**src/rtl/pipe_ctrl.sv**
```systemverilog
// pipe_ctrl: pipeline stall/flush control unit.
//  - Arbitrates per-stage stall requests into a 6-bit hold vector (combinational).
//  - Converts a MEM-stage exception into a registered one-cycle flush plus redirect PC.
//  - Counts cycles in which any stage is held (wrapping 32-bit counter).
//  - Optional stall watchdog, built only when the macro STALL_WDOG_EN is defined:
//    a long run of consecutive stalled cycles forces a flush to WDOG_VECTOR.
// Handshake: none; stall_o is consumed in the same cycle, flush_o/new_pc_o are
// valid together for exactly one cycle after the triggering event.
module pipe_ctrl #(
  parameter logic [31:0] EXC_VECTOR  = 32'h0000_0020,
  parameter logic [15:0] WDOG_LIMIT  = 16'd1024,
  parameter logic [31:0] WDOG_VECTOR = 32'h0000_0040
) (
  input  logic        clk,
  input  logic        rst,
  input  logic        stallreq_if_i,
  input  logic        stallreq_id_i,
  input  logic        stallreq_ex_i,
  input  logic        stallreq_mem_i,
  input  logic [31:0] excepttype_i,
  input  logic [31:0] cp0_epc_i,
  output logic [5:0]  stall_o,
  output logic        flush_o,
  output logic [31:0] new_pc_o,
  output logic [31:0] stall_cnt_o,
  output logic        wdog_o
);

  localparam logic ST_RUN   = 1'b0;
  localparam logic ST_FLUSH = 1'b1;

  localparam logic [31:0] EXC_ERET = 32'h0000_000e;

  logic        state_q, state_d;
  logic        flush_q, flush_d;
  logic [31:0] new_pc_q, new_pc_d;
  logic [31:0] stall_cnt_q;
  logic [5:0]  req_vec;
  logic        exc_hit;
  logic        stall_active;
  logic        wdog_trip;

  // A real exception is only acted on in RUN; in FLUSH the MEM stage holds a
  // stale younger instruction that the flush is already clearing.
  assign exc_hit = (state_q == ST_RUN) && (excepttype_i != 32'd0);

  // Stall arbitration: the deepest requesting stage holds itself and everything older.
  always_comb begin
    req_vec = 6'b000000;
    if (stallreq_mem_i)     req_vec = 6'b011111;
    else if (stallreq_ex_i) req_vec = 6'b001111;
    else if (stallreq_id_i) req_vec = 6'b000111;
    else if (stallreq_if_i) req_vec = 6'b000011;
  end

  // Holding stages is pointless while the pipe is being (or about to be) flushed.
  assign stall_o      = (rst || (state_q == ST_FLUSH) || exc_hit) ? 6'b000000 : req_vec;
  assign stall_active = (stall_o != 6'b000000);

  // Next-state logic: RUN enters FLUSH on an exception (priority) or watchdog trip.
  always_comb begin
    state_d  = state_q;
    flush_d  = 1'b0;
    new_pc_d = new_pc_q;
    if (state_q == ST_RUN) begin
      if (exc_hit) begin
        state_d  = ST_FLUSH;
        flush_d  = 1'b1;
        new_pc_d = (excepttype_i == EXC_ERET) ? cp0_epc_i : EXC_VECTOR;
      end else if (wdog_trip) begin
        state_d  = ST_FLUSH;
        flush_d  = 1'b1;
        new_pc_d = WDOG_VECTOR;
      end
    end else begin
      state_d = ST_RUN;
    end
  end

  // FSM and flush/redirect registers.
  always_ff @(posedge clk) begin
    if (rst) begin
      state_q  <= ST_RUN;
      flush_q  <= 1'b0;
      new_pc_q <= 32'd0;
    end else begin
      state_q  <= state_d;
      flush_q  <= flush_d;
      new_pc_q <= new_pc_d;
    end
  end

  // Stall-cycle performance counter; survives flushes, wraps naturally.
  always_ff @(posedge clk) begin
    if (rst) stall_cnt_q <= 32'd0;
    else if (stall_active) stall_cnt_q <= stall_cnt_q + 32'd1;
  end

`ifdef STALL_WDOG_EN
  logic [15:0] wdog_cnt_q, wdog_cnt_d;
  logic        wdog_q;

  // Trip on the stalled cycle that brings the consecutive count up to the limit.
  assign wdog_trip = (state_q == ST_RUN) && (excepttype_i == 32'd0) && stall_active &&
                     (wdog_cnt_q == (WDOG_LIMIT - 16'd1));

  // Consecutive-stall count: cleared by any unstalled cycle and by entry to FLUSH.
  always_comb begin
    wdog_cnt_d = wdog_cnt_q + 16'd1;
    if (!stall_active || exc_hit || wdog_trip) wdog_cnt_d = 16'd0;
  end

  // Watchdog count and one-cycle trip pulse.
  always_ff @(posedge clk) begin
    if (rst) begin
      wdog_cnt_q <= 16'd0;
      wdog_q     <= 1'b0;
    end else begin
      wdog_cnt_q <= wdog_cnt_d;
      wdog_q     <= wdog_trip;
    end
  end

  assign wdog_o = wdog_q;
`else
  logic [15:0] wdog_cfg_unused;

  assign wdog_cfg_unused = WDOG_LIMIT;
  assign wdog_trip       = 1'b0;
  assign wdog_o          = 1'b0;
`endif

  assign flush_o     = flush_q;
  assign new_pc_o    = new_pc_q;
  assign stall_cnt_o = stall_cnt_q;

endmodule

```
**config.mk**
```make
export PLATFORM = sky130hd
export DESIGN_NAME = pipe_ctrl
export DESIGN_NICKNAME = d
export VERILOG_FILES = /design/src/rtl/pipe_ctrl.sv
export SDC_FILE = /design/constraint.sdc
export NUM_CORES = 1
export LEC_CHECK = 0
export ABC_AREA = 0
export CORE_ASPECT_RATIO = 0.8
export CORE_MARGIN = 2
export CORE_UTILIZATION = 39
export DETAILED_ROUTE_END_ITERATION = 16
export GPL_ROUTABILITY_DRIVEN = 0
export PLACE_DENSITY = 0.81
export RECOVER_POWER = 100
export SETUP_SLACK_MARGIN = 0.02
export SLEW_MARGIN = 10
export SYNTH_ARGS = -nofsm -noshare
export SYNTH_HDL_FRONTEND = slang
export SYNTH_SLANG_ARGS = --single-unit
```
**constraint.sdc**
```tcl
create_clock -name clk -period 2.2 [get_ports clk]
set_input_delay 0.33 -clock clk [delete_from_list [all_inputs] [get_ports clk]]
set_output_delay 0.33 -clock clk [all_outputs]
set_load 0.05 [all_outputs]
```
==> flow_metrics.env, run 1 <==
export IMPL_die_y_um=81.3
export IMPL_timing_slew_headroom_pct=62.6
export IMPL_rsz0062_at_grt="false"
export IMPL_ys_flop_type="dfxtp_1"
export IMPL_synth_top_area_share_pct=44.6
export IMPL_crit_required_ns=1.87
export IMPL_cts_root_buf="clkbuf_8"
export IMPL_antenna_left=0
export IMPL_diodes=0
export IMPL_netlist_instances=301
export IMPL_crit_path_end_kind="output pin"
export IMPL_p_leak_nw=2.08
export IMPL_startpoint="excepttype_i[14]"
export IMPL_status="finished, final reports clean"
export IMPL_yosys_cell_types_count=42
export IMPL_track_usage_pct=21.2
export IMPL_clk_pin_slew_ns=0.07
export IMPL_tightest_slew_ns=0.555
export IMPL_cts_num_sinks=65
export IMPL_numCtsBuffers=9
export IMPL_ys_ff_latch=65
export IMPL_netlist_top_cells_area="dfxtp_1 (45%), a22o_1 (9.3%), xnor2_1 (3.9%)"
export IMPL_crit_path_max_incr_delay_ns=0.35
export IMPL_crit_arrival_ns=1.81
export IMPL_dpl_hpwl_um=6440
export IMPL_drt_iter0_drc=137
export IMPL_wl_per_cell_um=16.6
export IMPL_io_buffers=139
export IMPL_yosys_area_top_type="dfxtp_1"
export IMPL_antenna_found_initial=0
export IMPL_rows=28
export IMPL_vias=3143
export IMPL_timing_rr_start="stall_cnt_o[2]"
export IMPL_final_cell_mix="dfxtp_1 (64), dlygate4sd3_1 (64), clkdlybuf4s50_1 (38)"
export IMPL_wl_um=9300
export IMPL_crit_family="simple AND/OR/NAND/NOR gates"
export IMPL_clk_path_buf_depth=2
export IMPL_finClkSkew_ns=0.00629
export IMPL_clk_latency_ns=0.34
export IMPL_drive_above_1_share_pct=18.0
export IMPL_h_tree_depth=3
export IMPL_ios=142
export IMPL_yosys_warnings=0
export IMPL_start_kind="input port"
export IMPL_crit_buf_inv=2
export IMPL_crit_path_top_delay_cell="nor4_4"
export IMPL_dp_cells=537
export IMPL_cp_max_fo=4
export IMPL_coreArea_um2=7320
export IMPL_grt_first_pass_wirelength_um=13700
export IMPL_fin_crit_ns=2.14
export IMPL_avgSynthCellArea_um2=9.69
export IMPL_power_per_cell_area_nw_per_um2=505
export IMPL_grt_pass1_vias=2853
export IMPL_finalNetCount=537
export IMPL_hold_ws_ns=0.456
export IMPL_initial_core_util_pct=39.8
export IMPL_die_w_um=101
export IMPL_async_flop_share_pct=0
export IMPL_finalCritPeriodShare_pct=97.1
export IMPL_hold_violations=0
export IMPL_syn_area_um2=2920
export IMPL_criticalPathCategory="in2out"
export IMPL_fin_cells=561
export IMPL_vias_per_cell=5.60
export IMPL_drv_slew=0
export IMPL_grt_overflow_total=0
export IMPL_holdCritPathClass="reg2reg"
export IMPL_cp_cell_sequence="dlygate4sd2_1 > nor4_4 > and4_1 > and3_4 > and3_4 > buf_12"
export IMPL_maxCapViolCount=0
export IMPL_grt_max_degree=39
export IMPL_cts_tree="built"
export IMPL_clock_fmax_ghz=0.468
export IMPL_dieArea_um2=8190
export IMPL_synth_edf_count=0
export IMPL_yosysSeqAreaShare_pct=44.6
export IMPL_drtPass1Iterations=4
export IMPL_area_growth_pct=71.3
export IMPL_crit_path_frequent_cell="and3_4"
export IMPL_min_from="flush_o"
export IMPL_peakVddDrop_v=0.000397
export IMPL_setup_viol=0
export IMPL_drc_errors=0
==> metrics by stage <==
step | util [%] | setup slack [ns] | instance area (um2) | power, W | setup TNS (ns)
3_5_place_dp | 63.5 | -0.310 | 4650 | 0.00142 | -10.13
6_report | 68.2 | 0.0640 | 4990 | 0.00252 | 0
4_1_cts | 67.1 | 0.0245 | 4920 | 0.00253 | 0
5_1_grt | 68.2 | 0.00201 | 4990 | 0.00260 | 0
2_1_floorplan | - | -0.00516 | 2960 | 0.00126 | -0.00516
3_3_place_gp | 63.5 | -0.270 | 4650 | 0.00142 | -8.29
==> logic make-up (layout without fill, tap and decap cells) <==
group | count (synthesis) | count (layout) | share of synthesized area (%)
simple gates | 124 | 124 | 29.3
compound gates | 68 | 68 | 16.9
flops | 65 | 65 | 44.6
buf+inv | 27 | 196 | 3.91
xor+xnor | 13 | 13 | 3.91
mux | 2 | 2 | 0.772
fa+ha+maj | 1 | 1 | 0.429
other cells | 1 | 2 | 0.129
==> area by class of cell <==
cell class	count	area, um2
clock inverters	6	92.6
clock buffers	10	128
fillers	531	2330
repair buffers	173	1710
well taps	90	113
multi-input cells	210	1620
flip-flops and latches	65	1300
inverters	7	30.0
==> sequential cells by signal, indices dropped and copies added (netlist names) <==
signal,flops
new_pc_o,32
stall_cnt_o,32
flush_o,1
==> path summary, 6_finish.rpt <==
| check | to | slack (ns) | cells after the start |
|---|---|---|---|
| max | stall_o[4] | 0.06 | 6 |
| min | flush_o | 0.46 | 1 |
| max reg2reg | stall_cnt_o[15] | 0.19 | 5 |
| min reg2reg | flush_o | 0.46 | 1 |
==> cell usage after synthesis (2+ instances only) <==
cell	instances
a21oi_1	19
a22o_1	31
a31o_2	3
and2_1	2
and3_1	5
and4_1	7
buf_1	3
buf_4	3
clkbuf_1	13
dfxtp_1	65
inv_1	7
nand2_1	14
nand3_1	9
nand4_1	15
nand4b_1	4
nor2_1	18
nor2b_1	2
nor3_1	5
nor4_1	15
nor4_2	6
nor4_4	4
o21ai_0	7
o31ai_1	6
or3_1	2
or4_1	7
xnor2_1	13
==> worst register-to-register path, cell delays in order, from the launching register on <==
cell and delay [ns]:
dfxtp_1 0.50, nand4_1 0.33, nor4_4 0.52, nand2_1 0.13, or3_1 0.33, a21oi_1 0.14
==> repair_timing <==
action	CTS	global route
pin swaps	11	11
gates resized for setup	29	19
hold buffers	0	0
setup endpoints to repair	6	16
buffers inserted	5	3
==> power breakdown <==
group          internal [W]  switching, W  total, W
Combinational      0.000117     0.0000918  0.000209
Clock              0.000642      0.000493   0.00113
Sequential          0.00118    0.00000223   0.00118
Total               0.00194      0.000587   0.00252
==> layer usage <==
layer	wire length [um]	global-route usage, %	up-vias
met5	0	0	-
met4	249	9.18	0
met3	623	4.56	25
met2	4560	33.0	152
met1	3860	28.4	1480
li1	-	-	1486
No activity file was read; power rests on OpenSTA's default activity.
==> run 2: changes to the inputs <==
Settings changed: CAP_MARGIN set to 0, REMOVE_ABC_BUFFERS set to 1.
==> flow_metrics.env, run 2 (synthesized netlist as in run 1, its figures left out) <==
export IMPL_io_buffers=139
export IMPL_start_kind="input port"
export IMPL_final_area_um2=4870
export IMPL_worst_path_stages=6
export IMPL_multi_input_area_um2=1550
export IMPL_clock_fmax_ghz=0.463
export IMPL_crit_required_ns=1.87
export IMPL_cts_tree="built"
export IMPL_crit_path_max_incr_delay_ns=0.49
export IMPL_antenna_found_initial=0
export IMPL_initial_core_util_pct=39.8
export IMPL_crit_path_end_kind="output pin"
export IMPL_fin_crit_ns=2.16
export IMPL_finalNetCount=534
export IMPL_holdCritPathClass="reg2reg"
export IMPL_fin_setup_tns_ns=0
export IMPL_hold_violations=0
export IMPL_criticalPathCategory="in2out"
export IMPL_crit_buf_inv=3
export IMPL_fin_cells=558
export IMPL_dp_cells=533
export IMPL_crit_family="simple AND/OR/NAND/NOR gates"
export IMPL_grt_overflow_total=0
export IMPL_diodes=0
export IMPL_peakVddDrop_v=0.000411
export IMPL_timing_slew_headroom_pct=59.6
export IMPL_p_leak_nw=1.97
export IMPL_antenna_left=0
export IMPL_crit_path_top_delay_cell="or4_4"
export IMPL_hold_depth=1
export IMPL_power_total_w=0.00254
export IMPL_rrSetupSlack_ns=0.13
export IMPL_drt_iter0_drc=84
export IMPL_drc_errors=0
export IMPL_drtPass1Iterations=4
export IMPL_maxCapViolCount=0
export IMPL_crit_arrival_ns=1.83
export IMPL_clk_pin_slew_ns=0.07
export IMPL_coreArea_um2=7320
export IMPL_cts_hold_fix_buffers=0
export IMPL_drive_above_1_share_pct=16.5
export IMPL_cts_root_buf="clkbuf_8"
export IMPL_worst_r2r_cell_count=8
export IMPL_fillers=566
export IMPL_vias_per_cell=5.51
export IMPL_h_tree_depth=3
export IMPL_clk_path_buf_depth=2
export IMPL_cts_num_sinks=65
export IMPL_vias=3072
export IMPL_cp_cell_sequence="clkdlybuf4s50_1 > or4_4 > nand3_1 > or3_4 > clkinvlp_4 > buf_12"
export IMPL_power_per_cell_area_nw_per_um2=521
export IMPL_grt_pass1_vias=3078
export IMPL_ff_latch_area_um2=1300
export IMPL_final_cell_mix="dfxtp_1 (65), dlygate4sd3_1 (65), clkdlybuf4s50_1 (40)"
export IMPL_grt_first_pass_wirelength_um=14400
export IMPL_wl_um=8940
export IMPL_rows=28
export IMPL_tightest_slew_ns=0.606
export IMPL_wl_per_cell_um=16.0
export IMPL_timing_final_ws_setup_ns=0.0384
export IMPL_area_growth_pct=66.9
export IMPL_track_usage_pct=22.2
export IMPL_place_ws_ns=-0.378
export IMPL_postPlaceCellArea_um2=4590
export IMPL_setup_viol=0
export IMPL_cp_max_fo=3
export IMPL_drv_slew=0
export IMPL_grt_max_degree=39
export IMPL_finalCritPeriodShare_pct=98.3
export IMPL_clk_latency_ns=0.33
export IMPL_rsz0062_at_grt="true"
export IMPL_die_y_um=81.3
export IMPL_die_w_um=101
export IMPL_ios=142
export IMPL_finClkSkew_ns=0.00714
export IMPL_status="finished, final reports clean"
export IMPL_dpl_hpwl_um=6560
export IMPL_numCtsBuffers=9
export IMPL_dieArea_um2=8190
## run 2: changes by cell type in the layout (fill, tap and decap cells not counted), moves of 2 or more
cell and change:
buf_4 -4, clkinv_4 -2, buf_12 -3, clkbuf_8 +2
dlymetal6s2s_1 -3, nor4_2 +5, clkdlybuf4s50_1 +2, nor4_4 -5
## run 2: area by class of cell
class / count / share of cell area, %
sequential: 65 / 26.7
clock inverter: 4 / 1.54
tap: 90 / 2.31
clock buffer: 12 / 3.19
timing repair buffer: 170 / 33.7
multi-input combinational: 210 / 31.9
inverter: 7 / 0.617
## run 2: power by group
group | internal, W | total [W] | leakage [nW] | switching (W)
combinational | 0.000116 | 0.000201 | 1.34 | 0.0000845
clock | 0.000701 | 0.00115 | 0.109 | 0.000453
sequential | 0.00118 | 0.00118 | 0.524 | 0.00000240
## run 2: layer usage
layer	track usage (%)	share of wire (%)	wire length, um
met5	0	0	0
met4	7.81	1.5	138
met3	8.18	7.9	707
met2	36.7	48	4260
met1	26.8	43	3830
## run 2: worst paths after layout
check                              startpoint              end
worst min-delay path             new_pc_o[21]     new_pc_o[21]
worst min register to register   new_pc_o[21]     new_pc_o[21]
worst max-delay path            stallreq_ex_i       stall_o[0]
worst max register to register        flush_o  stall_cnt_o[31]
## run 2: stage by stage
stage	hold WS, ns	utilization, %
after floorplan	0.399	-
after global placement	0.455	62.6
after detailed placement	0.453	62.6
after CTS	0.477	66.6
after global routing	0.495	66.5
final	0.467	66.5
## run 2: repair_timing
action	4_1_cts	5_1_grt
buffers inserted	6	3
endpoints found under the setup margin	13	12
gates resized for setup	31	12
pin swaps	12	9
